===== config.mk =====
export PLATFORM = sky130hd
export DESIGN_NAME = div_unit_flat
export DESIGN_NICKNAME = d
export VERILOG_FILES = /design/src/rtl/div_unit_if.sv /design/src/rtl/div_unit.sv /design/src/flat_wrapper.sv
export SDC_FILE = /design/constraint.sdc
export NUM_CORES = 1
export LEC_CHECK = 0
export CAP_MARGIN = 10
export CORE_MARGIN = 1
export CORE_UTILIZATION = 57
export DETAILED_ROUTE_END_ITERATION = 16
export GPL_ROUTABILITY_DRIVEN = 1
export PLACE_DENSITY_LB_ADDON = 0.08
export SYNTH_ARGS = -nofsm -noshare
export SYNTH_HDL_FRONTEND = slang
export SYNTH_SLANG_ARGS = --single-unit

===== constraint.sdc =====
create_clock -name clk -period 4.6 [get_ports clk]
set_clock_uncertainty 0.05 [all_clocks]
set_input_delay 0.92 -clock clk [delete_from_list [all_inputs] [get_ports clk]]
set_output_delay 0.92 -clock clk [all_outputs]
set_load 0.03 [all_outputs]

===== src/rtl/div_unit_if.sv =====
// div_unit_if -- request/response bundle for the sequential divider.
// The is_unsigned signal exists only when DIV_UNSIGNED_EN is defined.
interface div_unit_if;
    logic        start;
    logic [31:0] a;
    logic [31:0] b;
`ifdef DIV_UNSIGNED_EN
    logic        is_unsigned;
`endif
    logic [31:0] hi;
    logic [31:0] lo;
    logic        busy;
    logic        done;
    logic        div_zero;

`ifdef DIV_UNSIGNED_EN
    modport master (output start, a, b, is_unsigned,
                    input  hi, lo, busy, done, div_zero);
    modport slave  (input  start, a, b, is_unsigned,
                    output hi, lo, busy, done, div_zero);
`else
    modport master (output start, a, b,
                    input  hi, lo, busy, done, div_zero);
    modport slave  (input  start, a, b,
                    output hi, lo, busy, done, div_zero);
`endif
endinterface


===== src/rtl/div_unit.sv =====
// div_unit -- 32-bit restoring divider, one quotient bit per cycle.
// Signed truncating division by default; defining DIV_UNSIGNED_EN adds an
// is_unsigned request bit that bypasses sign handling for that operation.
//
// state  | meaning
// IDLE   | waiting for start; operands and signs latched on acceptance
// RUN    | 32 shift-subtract steps on magnitudes, one per cycle
// FINISH | sign-correct and write hi/lo, pulse done
// ZERO   | divisor was zero; pulse div_zero, hi/lo untouched
module div_unit (
    input  logic     clk,
    input  logic     reset,
    div_unit_if.slave bus
);

    typedef enum logic [1:0] {
        IDLE   = 2'd0,
        RUN    = 2'd1,
        FINISH = 2'd2,
        ZERO   = 2'd3
    } state_t;

    state_t      state_q;
    logic [5:0]  cnt_q;
    logic [31:0] quo_q;      // shifts dividend out the top, quotient in the bottom
    logic [31:0] rem_q;
    logic [31:0] div_q;      // divisor magnitude
    logic        q_neg_q;
    logic        r_neg_q;
    logic [31:0] hi_q;
    logic [31:0] lo_q;
    logic        busy_q;
    logic        done_q;
    logic        div_zero_q;

    logic        signed_mode;
    logic        a_neg;
    logic        b_neg;
    logic [31:0] a_mag;
    logic [31:0] b_mag;
    logic [32:0] shifted;
    logic [32:0] diff;
    logic [31:0] rem_d;
    logic [31:0] quo_d;

    // Operand magnitudes and signs as seen at the accepting edge
    always_comb begin
`ifdef DIV_UNSIGNED_EN
        signed_mode = ~bus.is_unsigned;
`else
        signed_mode = 1'b1;
`endif
        a_neg = signed_mode & bus.a[31];
        b_neg = signed_mode & bus.b[31];
        a_mag = a_neg ? (~bus.a + 32'd1) : bus.a;
        b_mag = b_neg ? (~bus.b + 32'd1) : bus.b;
    end

    // One restoring step: 33-bit partial remainder, keep it only if non-negative
    always_comb begin
        shifted = {rem_q, quo_q[31]};
        diff    = shifted - {1'b0, div_q};
        if (!diff[32]) begin
            rem_d = diff[31:0];
            quo_d = {quo_q[30:0], 1'b1};
        end else begin
            rem_d = shifted[31:0];
            quo_d = {quo_q[30:0], 1'b0};
        end
    end

    // Sequencer, datapath registers and registered outputs
    always_ff @(posedge clk) begin
        if (reset) begin
            state_q    <= IDLE;
            cnt_q      <= 6'd0;
            quo_q      <= 32'd0;
            rem_q      <= 32'd0;
            div_q      <= 32'd0;
            q_neg_q    <= 1'b0;
            r_neg_q    <= 1'b0;
            hi_q       <= 32'd0;
            lo_q       <= 32'd0;
            busy_q     <= 1'b0;
            done_q     <= 1'b0;
            div_zero_q <= 1'b0;
        end else begin
            done_q     <= 1'b0;
            div_zero_q <= 1'b0;
            case (state_q)
                IDLE: begin
                    if (bus.start) begin
                        if (bus.b == 32'd0) begin
                            div_zero_q <= 1'b1;
                            state_q    <= ZERO;
                        end else begin
                            quo_q   <= a_mag;
                            rem_q   <= 32'd0;
                            div_q   <= b_mag;
                            q_neg_q <= a_neg ^ b_neg;
                            r_neg_q <= a_neg;
                            cnt_q   <= 6'd0;
                            busy_q  <= 1'b1;
                            state_q <= RUN;
                        end
                    end
                end
                RUN: begin
                    quo_q <= quo_d;
                    rem_q <= rem_d;
                    cnt_q <= cnt_q + 6'd1;
                    if (cnt_q == 6'd31) begin
                        state_q <= FINISH;
                    end
                end
                FINISH: begin
                    lo_q    <= q_neg_q ? (~quo_q + 32'd1) : quo_q;
                    hi_q    <= r_neg_q ? (~rem_q + 32'd1) : rem_q;
                    done_q  <= 1'b1;
                    busy_q  <= 1'b0;
                    state_q <= IDLE;
                end
                ZERO: begin
                    state_q <= IDLE;
                end
                default: begin
                    state_q <= IDLE;
                end
            endcase
        end
    end

    assign bus.hi       = hi_q;
    assign bus.lo       = lo_q;
    assign bus.busy     = busy_q;
    assign bus.done     = done_q;
    assign bus.div_zero = div_zero_q;

endmodule


===== src/flat_wrapper.sv =====
// flat-port wrapper written by rule: the top's interface ports become plain ports
module div_unit_flat 
  (clk, reset, bus_start, bus_a, bus_b, bus_hi, bus_lo, bus_busy, bus_done, bus_div_zero);
  div_unit_if bus_i ();
  input  logic clk;
  input  logic reset;
  input wire logic [$bits(bus_i.start)-1:0] bus_start;
  input wire logic [$bits(bus_i.a)-1:0] bus_a;
  input wire logic [$bits(bus_i.b)-1:0] bus_b;
  output wire logic [$bits(bus_i.hi)-1:0] bus_hi;
  output wire logic [$bits(bus_i.lo)-1:0] bus_lo;
  output wire logic [$bits(bus_i.busy)-1:0] bus_busy;
  output wire logic [$bits(bus_i.done)-1:0] bus_done;
  output wire logic [$bits(bus_i.div_zero)-1:0] bus_div_zero;
  assign bus_i.start = bus_start;
  assign bus_i.a = bus_a;
  assign bus_i.b = bus_b;
  assign bus_hi = bus_i.hi;
  assign bus_lo = bus_i.lo;
  assign bus_busy = bus_i.busy;
  assign bus_done = bus_i.done;
  assign bus_div_zero = bus_i.div_zero;
  div_unit u_core (.clk(clk), .reset(reset), .bus(bus_i));
endmodule

==> results.md, run 1 <==
- Run status: finished clean
- Avg Cell Area, Syn: 7.85 sq um
- Unrepaired setup endpoints after global routing: false
- Final setup viols: 0
- Seq pwr share: 29.3%
- Clk_lat worst skew: 430 ps
- Post-synth top area cell: dfxtp_1
- Top-area cell type share of the netlist area: 32.9%
- Fin crit share: 84.5%
- Final min period: 3890 ps
- Clk pwr share: 22.2%
- Hold depth: 2
- Worst Max-Slew Pin Slew: 1010 ps
- Synth async-reset ratio: 0%
- Critical path arrival: 4190 ps
- Max_slew headroom: 32.7%
- Vias in the first global route: 8819
- Leakage: 4.73 nW
- Yosys reg bits: 173
- Core area: 0.0180 sq mm
- First drt pass iteration count: 5
- Post-synth cell types: 62
- Top Ports: 134
- Syn Inst Count: 1342
- Comb pwr share: 48.5%
- Gr usage total: 28.2%
- Sw Ratio: 42.4%
- Antenna Nets Post-Route: 0
- VDD IR max: 0.000409 V
- WS Path Type: in -> reg
- Die area: 0.0190 sq mm
- Max Cap Viol: 0
- Total routed wirelength: 26400 um
- Post-synth top flop: dfxtp_1
- GPL Wtd Cong: 0.920
- Synthesized cell area: 0.0105 sq mm
- Synth-to-layout area growth: 19.5%
- Fin cells: 1671
- Fin nets: 1534
- Syn. warnings: 0
- Die height: 138 um
- CP required: 4900 ps
- DP Cell Count: 1639
- R2R Setup Slk: 1050 ps
- CP startpoint kind: primary input
- Largest net degree at the start of global routing: 89
- Vias per cell: 5.96
- Crit. End Element: flop
- Fin Setup TNS: 0 ps
- Synth area leaders: dfxtp_1, xor2_1, a211oi_1, xnor2_1, nor2_1
- CTS tree: built
- Clock tree root driver cell: clkbuf_16
- FP Rows: 49
- Crit-path max FO: 10
- Dpl hpwl: 19100 um
- P per Cell Area: 519 mW/mm^2
- NetSw: 2.77 mW
- Drt drc: 0
- Register-to-Register Path Depth: 13
- # resized after CTS: 0
- Final Hold Fails: 0
- Die Width: 138 um
- CTS max path bufs: 2
- Share of post-route cells with drive strength above 1: 4.99%
- Syn Nets: 1447
- Initial core utilization: 58.4%
- Initial antenna violation count: 0
- Pint: 3.76 mW
- Clk sink count: 173
- Hold-fix buffers, CTS: 0
- CTS H-tree lvls: 4
- First-pass GRT wire length: 43200 um
- Post-CTS Setup Inserts: 0
- Fmax: 257 MHz
- Initial DRC count: 850
- N_diodes: 0
- Routed wire per std cell: 15.8 um
- DR vias: 9959
- Total gr overflow: 0
- IO buf count: 133
- Clock Pin Slew Worst Setup and Hold Paths: 80 ps
- Post-synth EDFFs: 0
- CTS Buf Count: 17
- Post-synthesis sequential area ratio: 32.9%
- Worst hold-check path type: reg -> reg
- Max-slew violations: 0
layout by cell type, fill, tap and decap left out, types with 6 or more instances in the layout:
| cell | count |
|---|---|
| o21a_1 | 11 |
| buf_4 | 16 |
| nand2_1 | 142 |
| or2_2 | 8 |
| and3_1 | 7 |
| nor4_1 | 8 |
| nor2b_1 | 8 |
| dfxtp_1 | 173 |
| o31ai_1 | 30 |
| nand4_1 | 7 |
| a32oi_1 | 6 |
| xor2_1 | 78 |
| a222oi_1 | 28 |
| clkdlybuf4s50_1 | 132 |
| nand2b_1 | 12 |
| clkbuf_16 | 17 |
| a21oi_1 | 73 |
| ha_1 | 37 |
| nand3_1 | 72 |
| or4_1 | 10 |
| or3_1 | 25 |
| nor3_1 | 22 |
| a31oi_1 | 6 |
| a21o_1 | 14 |
| xnor2_1 | 66 |
| o21ai_0 | 60 |
| nor2_1 | 149 |
| o41ai_1 | 13 |
| inv_1 | 49 |
| a211oi_1 | 81 |
sequential cells by signal, summed over array words and instances, names as in the netlist:
name,cells
u_core.div_q,32
u_core.r_neg_q,1
u_core.rem_q,32
u_core.bus.hi,32
u_core.cnt_q,6
u_core.state_q,2
u_core.bus.lo,32
u_core.bus.busy,1
u_core.bus.done,1
u_core.q_neg_q,1
u_core.quo_q,32
u_core.bus.div_zero,1
metrics by stage:
stage | utilization [%] | worst slack, ps | area (sq um) | power [mW] | hold slack, ps
after global routing | 69.9 | 486 | 12600 | 7.00 | 426
final | 69.9 | 712 | 12600 | 6.53 | 405
after detailed placement | 66.6 | 287 | 12000 | 5.04 | 400
after floorplan | - | 1010 | 10500 | 4.24 | 382
after CTS | 69.9 | 712 | 12600 | 6.50 | 410
after global placement | 66.6 | 409 | 12000 | 5.00 | 391
logic make-up (layout without fill, tap and decap cells):
kind of cell	count (synthesis)	in the layout	share of synthesized area, %
AO/OA/AOI/OAI	356	356	23.4
AND/OR/NAND/NOR	493	493	21.7
adder cells (fa/ha/maj)	38	38	4.58
buffers and inverters	132	232	4.91
multiplexers	4	4	0.380
XOR/XNOR	146	146	12.1
flip-flops	173	173	32.9
synthesized netlist by cell type (all sizes together) (14+ instances only):
cell and instances:
dfxtp 173, nor2 153, nand2 142, a211oi 81, xor2 79, a21oi 73
nand3 72, xnor2 67, clkbuf 66, o21ai 63, inv 50, ha 37
o31ai 30, a222oi 28, or3 28, nor3 22, buf 16, a21o 14
o41ai 14
worst max-delay path: stages:
cell and delay, ps:
clkdlybuf4s50_1 480, inv_1 110, ha_1 200, nor2b_1 180, nand4_1 130, or4_1 620
or3_1 440, a21oi_1 220, or2_1 380, buf_4 250, a222oi_1 110, nor2_1 140
final timing paths:
path                          start                end
setup / recovery           bus_b[0]   u_core.quo_q[16]
hold / removal    u_core.bus.lo[26]  u_core.bus.lo[26]
setup reg to reg   u_core.quo_q[31]   u_core.rem_q[15]
hold reg to reg   u_core.bus.lo[26]  u_core.bus.lo[26]
power groups by stage:
stage / Sequential (mW) / Clock, mW / Combinational (mW)
finish: 1.91 / 1.45 / 3.17
global route: 1.94 / 1.53 / 3.53
CTS: 1.90 / 1.46 / 3.13
detailed placement: 1.94 / 0 / 3.10
global placement: 1.93 / 0 / 3.07
floorplan: 1.91 / 0 / 2.33
per-layer routing:
| layer | vias up | routed length (um) | GRT usage, % |
|---|---|---|---|
| met5 | - | 0 | 0 |
| met4 | 0 | 359 | 7.79 |
| met3 | 30 | 1740 | 3.18 |
| met2 | 366 | 11200 | 41.7 |
| met1 | 4543 | 13100 | 42.8 |
| li1 | 5020 | - | - |
cell type report:
class / count / area, sq um
multi-input cells: 1037 / 6590
fillers: 1544 / 5430
flip-flops and latches: 173 / 3460
repair buffers: 150 / 1480
clock buffers: 20 / 447
well taps: 229 / 287
inverters: 50 / 188
clock inverters: 12 / 136
Power figures use the tool's default switching activity.
==> inputs of run 2 (changes only) <==
--- a/config.mk
+++ b/config.mk
@@ -7,7 +7,7 @@
 export LEC_CHECK = 0
 export CAP_MARGIN = 10
 export CORE_MARGIN = 1
-export CORE_UTILIZATION = 57
+export CORE_UTILIZATION = 51
 export DETAILED_ROUTE_END_ITERATION = 16
 export GPL_ROUTABILITY_DRIVEN = 1
 export PLACE_DENSITY_LB_ADDON = 0.08
==> constraint.sdc (replaced) <==
create_clock -name clk -period 3.43 [get_ports clk]
set_clock_uncertainty 0.05 [all_clocks]
set_input_delay 0.686 -clock clk [delete_from_list [all_inputs] [get_ports clk]]
set_output_delay 0.686 -clock clk [all_outputs]
set_load 0.03 [all_outputs]
==> run 2 against run 1 <==
Net effect:
- global-route usage shrank 1.8 points
- design area is 6.9% higher
- non-clock buffer count up 96
- first-iteration DRC count down 13%
- via count increased by 2.9%
- hold slack improved by 0.85 ps
- sequential share of layout area fell by 1.8 points
- critical path type unchanged
==> results.md, run 2 (synthesis results as in run 1) <==
- Clk sink count: 173
- CTS H-tree lvls: 4
- CTS max path bufs: 2
- Most common cell after layout, fill and taps aside: dfxtp_1
- Max_slew headroom: 29.6%
- Final min period: 3320 ps
- CP max-delay cell: or4_4
- NetSw: 3.82 mW
- First drt pass iteration count: 7
- Largest delay contributor family on the critical path: simple AND/OR/NAND/NOR gates
- Total routed wirelength: 27700 um
- Clock Pin Slew Worst Setup and Hold Paths: 70 ps
- P per Cell Area: 680 mW/mm^2
- Fin worst setup slack: 109 ps
- Initial core utilization: 52.1%
- DR vias: 10200
- Fin crit share: 96.8%
- Comb pwr share: 51.6%
- Top Ports: 134
- Pint: 5.34 mW
- Unrepaired setup endpoints after global routing: false
- CTS Buf Count: 17
- Most frequent cells in the layout: dfxtp_1, nor2_1, nand2_1
- VDD IR max: 0.000469 V
- Final Hold Fails: 0
- Vias in the first global route: 9417
- Largest net degree at the start of global routing: 91
- Run status: finished clean
- Fin Setup TNS: 0 ps
- Clock tree root driver cell: clkbuf_16
- N_diodes: 0
- Slowest stage delay, CP: 510 ps
- Seq pwr share: 27.4%
- Critical path arrival: 3570 ps
- Drt drc: 0
- Worst Max-Slew Pin Slew: 1060 ps
- Crit-path max FO: 2
- Fin nets: 1631
- GPL Wtd Cong: 0.892
- Crit. End Element: flop
- Leakage: 5.22 nW
- Final setup viols: 0
- IO buf count: 133
- Routed wire per std cell: 15.3 um
- Clk_lat worst skew: 430 ps
- Die area: 0.0212 sq mm
- Antenna Nets Post-Route: 0
- Gr usage total: 26.5%
- Initial DRC count: 738
- CP required: 3670 ps
- Die height: 146 um
- Max-slew violations: 0
- Max Cap Viol: 0
- Crit-path cells: dlygate4sd2_1 -> or3_4 -> or4_4 -> or4_4 -> or3_4 -> or2_4 -> buf_4 -> o21ai_1 -> xnor2_1 -> a222oi_1 -> nor2_1
- WS Path Type: in -> reg
- Vias per cell: 5.66
- Initial antenna violation count: 0
- Share of post-route cells with drive strength above 1: 11.2%
- FP Rows: 52
- CP startpoint kind: primary input
- Worst hold-check path type: reg -> reg
- Core area: 0.0202 sq mm
- CTS tree: built
- Dpl hpwl: 20500 um
- Total gr overflow: 0
- Die Width: 146 um
- Place WS: -509 ps
- Clk pwr share: 20.9%
- Sw Ratio: 41.7%
- Buffers & Inverters on Critical Path: 2
- First-pass GRT wire length: 46700 um
- Fmax: 301 MHz
- Synth-to-layout area growth: 27.8%
-- run 2: worst reg2reg max path, stage by stage, from the launching register on --
cell and delay (ps):
dfxtp_1 340, inv_1 120, ha_1 250, fa_1 410
nor2b_1 160, o31a_1 150, o21ai_1 110, a21oi_1 260
o211ai_1 190, a31o_2 300, xor2_2 190, buf_12 160
buf_4 140, a32oi_1 180, o31ai_1 90
-- run 2: worst paths after layout --
| kind | start | to | slack, ps | cells after the start |
|---|---|---|---|---|
| setup / recovery | bus_a[11] | u_core.quo_q[27] | 110 | 11 |
| setup reg to reg | u_core.quo_q[31] | u_core.rem_q[29] | 210 | 14 |
| hold / removal | u_core.div_q[27] | u_core.div_q[27] | 410 | 2 |
| hold reg to reg | u_core.div_q[27] | u_core.div_q[27] | 410 | 2 |
-- run 2: cell type report --
type	count	area [sq um]
Fill cell	1840	6770
Multi-Input combinational cell	1038	6630
Clock buffer	21	470
Tap cell	270	338
Sequential cell	173	3460
Inverter	50	190
Timing Repair Buffer	246	2270
Clock inverter	11	108
-- run 2: per-layer routing --
layer  routed length (um)  part of all wire, %  up-vias  track usage (%)
met1                13800                   50     4638             38.7
met3                 1690                  6.1       24             4.08
li1                     -                    -     5229                -
met5                    0                    0        -                0
met4                  318                  1.1        0             6.32
met2                11900                   43      352             40.6
-- run 2: stage by stage --
stage               hold WS [ps]  area [sq um]  util (%)  std cells  total power, mW
global placement             390         12800      63.4       1774             7.16
detailed placement           395         12800      63.4       1774             7.20
global route                 424         13500      66.5       1809             9.84
finish                       406         13500      66.5       1809             9.16
CTS                          404         13400      66.4       1808             9.13
floorplan                    382         10500         -       1342             5.69
-- run 2: power groups by stage --
stage                     Sequential (mW)  Clock (mW)  Combinational, mW
after floorplan                      2.57           0               3.13
after global placement               2.54           0               4.62
after detailed placement             2.55           0               4.65
after CTS                            2.50        1.94               4.68
after global routing                 2.54        2.04               5.26
final                                2.51        1.92               4.73
-- run 2: what timing repair did --
action | CTS | global route
gates resized for setup | 6 | 7
buffers inserted | 2 | 0
hold buffers | 0 | 0
setup endpoints to repair | 1 | 80
cloned | 0 | 1
pin swaps | 9 | 13
==> inputs of run 3 (changes only) <==
--- a/config.mk
+++ b/config.mk
@@ -5,9 +5,10 @@
 export SDC_FILE = /design/constraint.sdc
 export NUM_CORES = 1
 export LEC_CHECK = 0
+export ABC_AREA = 1
 export CAP_MARGIN = 10
 export CORE_MARGIN = 1
-export CORE_UTILIZATION = 51
+export CORE_UTILIZATION = 53
 export DETAILED_ROUTE_END_ITERATION = 16
 export GPL_ROUTABILITY_DRIVEN = 1
 export PLACE_DENSITY_LB_ADDON = 0.08
==> constraint.sdc (replaced) <==
create_clock -name clk -period 3.43 [get_ports clk]
set_clock_uncertainty 0.05 [all_clocks]
set_input_delay 0.343 -clock clk [delete_from_list [all_inputs] [get_ports clk]]
set_output_delay 0.343 -clock clk [all_outputs]
set_load 0.03 [all_outputs]
==> run 3 against run 2 <==
Net effect:
- clock-buffer cell count fell by 4
- critical endpoint is now u_core.rem_q[17]
- register-to-register slack improved by 470 ps
- via count rose by 33%
- sequential share of layout area fell by 2.5 points
- die area is 17% higher
- sequential power is 5% lower
- wire length increased by 44%
- largest power group unchanged
- total power is 9.3% lower
- design area is 11% higher
- global-route usage rose by 6.4 points
- first-iteration DRC count grew 60%
- fmax is 21% higher
==> results.md, run 3 <==
- Run status: finished clean
- Clock Pin Slew Worst Setup and Hold Paths: 70 ps
- Dpl hpwl: 31500 um
- FF-to-FF End: u_core.rem_q[17]
- Max-slew violations: 0
- Post-route cell area: 0.0149 sq mm
- Synth async-reset ratio: 0%
- Initial DRC count: 1180
- Fin nets: 2283
- Fin crit share: 80.2%
- VDD IR max: 0.000267 V
- Fin worst setup slack: 678 ps
- Avg Cell Area, Syn: 6.13 sq um
- Fin Setup TNS: 0 ps
- Yosys reg bits: 173
- Leakage: 7.14 nW
- Synth-to-layout area growth: 16.4%
- Routed wire per std cell: 15.9 um
- Initial antenna violation count: 0
- FP Rows: 56
- IO buf count: 133
- N_diodes: 0
- CP max-delay cell: fa_1
- Slowest stage delay, CP: 420 ps
- Filler Cell Count: 2398
- Die Width: 157 um
- Register-to-Register Path Depth: 16
- Share of post-route cells with drive strength above 1: 6.12%
- Most frequent cells after synthesis: nand2_1, inv_1, nor2_1
- Vias per cell: 5.41
- Fin util: 63.2%
- Gr usage total: 32.9%
- Drt drc: 0
- Post-synth EDFFs: 0
- Vias in the first global route: 11900
- Place WS: 496 ps
- Crit. End Element: flop
- Hold-fix buffers, CTS: 0
- Max_slew headroom: 34.5%
- Core area: 0.0235 sq mm
- Worst R2R Start: u_core.quo_q[31]
- Most frequent cell after synthesis: nand2_1
- Largest net degree at the start of global routing: 116
- DR vias: 13600
- Most frequent cells in the layout: nand2_1, inv_1, nor2_1
- Post-synth cell types: 50
- Reg area: 0.00346 sq mm
- R2R Setup Slk: 680 ps
- # resized after CTS: 0
- Clk sink count: 173
- P per Cell Area: 558 mW/mm^2
- Top-area cell type share of the netlist area: 27.1%
- Placement Cell Area: 0.0143 sq mm
- Max Cap Viol: 0
- CTS H-tree lvls: 4
- CP startpoint kind: flop
- Worst hold-check path type: in -> reg
- Multi-input logic area: 0.00772 sq mm
- Fmax: 363 MHz
- Largest delay contributor family on the critical path: simple AND/OR/NAND/NOR gates
- Synthesized cell area: 0.0128 sq mm
- CP required: 3740 ps
- DP Cell Count: 2478
- Clk_lat worst skew: 440 ps
- Setup crit end: u_core.rem_q[17]
- Post-synth top flop: dfxtp_1
- Antenna Nets Post-Route: 0
- Crit path depth: 16
- GPL Wtd Cong: 0.962
- Syn. warnings: 0
- Total gr overflow: 0
- Buffers & Inverters on Critical Path: 2
- CTS Buf Count: 17
- Initial core utilization: 54.3%
- Final min period: 2750 ps
- Most common cell after layout, fill and taps aside: nand2_1
- Critical path arrival: 3060 ps
- First-pass GRT wire length: 62900 um
- Fin cells: 2510
- Post-synthesis sequential area ratio: 27.1%
- Crit-path cells: inv_1 -> ha_1 -> fa_1 -> inv_1 -> nand2_1 -> nand2_1 -> nand3_2 -> nand2_4 -> nand2_4 -> nand2_4 -> nand2_4 -> nand3_2 -> nand2_2 -> nand2_1 -> nand3_1 -> a21oi_2
- Post-CTS Setup Inserts: 0
- Final Hold Fails: 0
- Unrepaired setup endpoints after global routing: false
- Post-synth top area cell: dfxtp_1
- Die height: 157 um
- Clock tree root driver cell: clkbuf_16
- Crit-path max FO: 21
- Die area: 0.0247 sq mm
- First drt pass iteration count: 5
- CTS max path bufs: 2
- Syn Nets: 2191
- Critical Path Most Common Cell: nand2_4
- Synth area leaders: dfxtp_1, nand2_1, inv_1, nand3_1, nor2_1
- CTS tree: built
- Final setup viols: 0
- Worst Max-Slew Pin Slew: 982 ps
- CP startpoint: u_core.quo_q[31]
- Top Ports: 134
- WS Path Type: reg -> reg
- Total routed wirelength: 40000 um
- Syn Inst Count: 2086
-- run 3: cell types whose count changed in the layout (fill, tap and decap cells not counted), sizes merged, moves of 34 or more --
cell    change
nor2       +56
o21ai      +34
xnor2      -41
nand3     +100
buf        -97
inv       +289
nand2     +443
a211oi     -81
a21oi      +59
-- run 3: per-layer routing --
metal	part of all wire [%]	up-vias	wire length, um	global-route usage [%]
li1	-	6838	-	-
met1	47	6175	18800	46.9
met2	42	513	16900	49.6
met3	8.6	53	3450	6.58
met4	2.2	0	869	9.52
met5	0	-	0	0
-- run 3: tightest hold or removal path, stage by stage --
cell,delay (ps)
buf_2,120
nor2_1,120
inv_2,170
nand2_1,120
-- run 3: worst min path at each step --
stage | start | endpoint | cells after the start
floorplan | u_core.div_q[31] | u_core.div_q[31] | 2
global placement | u_core.div_q[31] | u_core.div_q[31] | 2
detailed placement | u_core.bus.busy | u_core.bus.busy | 2
CTS | reset | u_core.bus.busy | 4
global route | u_core.bus.busy | u_core.bus.busy | 2
finish | reset | u_core.bus.busy | 4
-- run 3: area by class of cell --
type / instances / area share, %
Inverter: 335 / 8.45
Tap cell: 319 / 2.68
Timing Repair Buffer: 149 / 9.88
Multi-Input combinational cell: 1502 / 51.8
Clock inverter: 15 / 1.02
Sequential cell: 173 / 23.3
Clock buffer: 17 / 2.86
-- run 3: kinds of logic after synthesis --
family | count (synthesis) | synth area share (%)
and+or+nand+nor | 1056 | 35.6
AOI/OAI and AO/OA | 315 | 14.5
adders and majority gates | 38 | 3.78
xor gates and xnor gates | 93 | 6.37
buffers and inverters | 411 | 12.7
DFF | 173 | 27.1
-- run 3: power breakdown --
part	switching, mW	internal [mW]
clock	0.908	1.03
combinational	2.67	1.31
sequential	0.208	2.18
total	3.79	4.52
-- run 3: stage by stage --
stage	power, mW	hold WS [ps]
finish	8.31	414
global route	8.88	448
CTS	8.24	404
detailed placement	6.32	416
global placement	6.28	415
floorplan	5.25	378
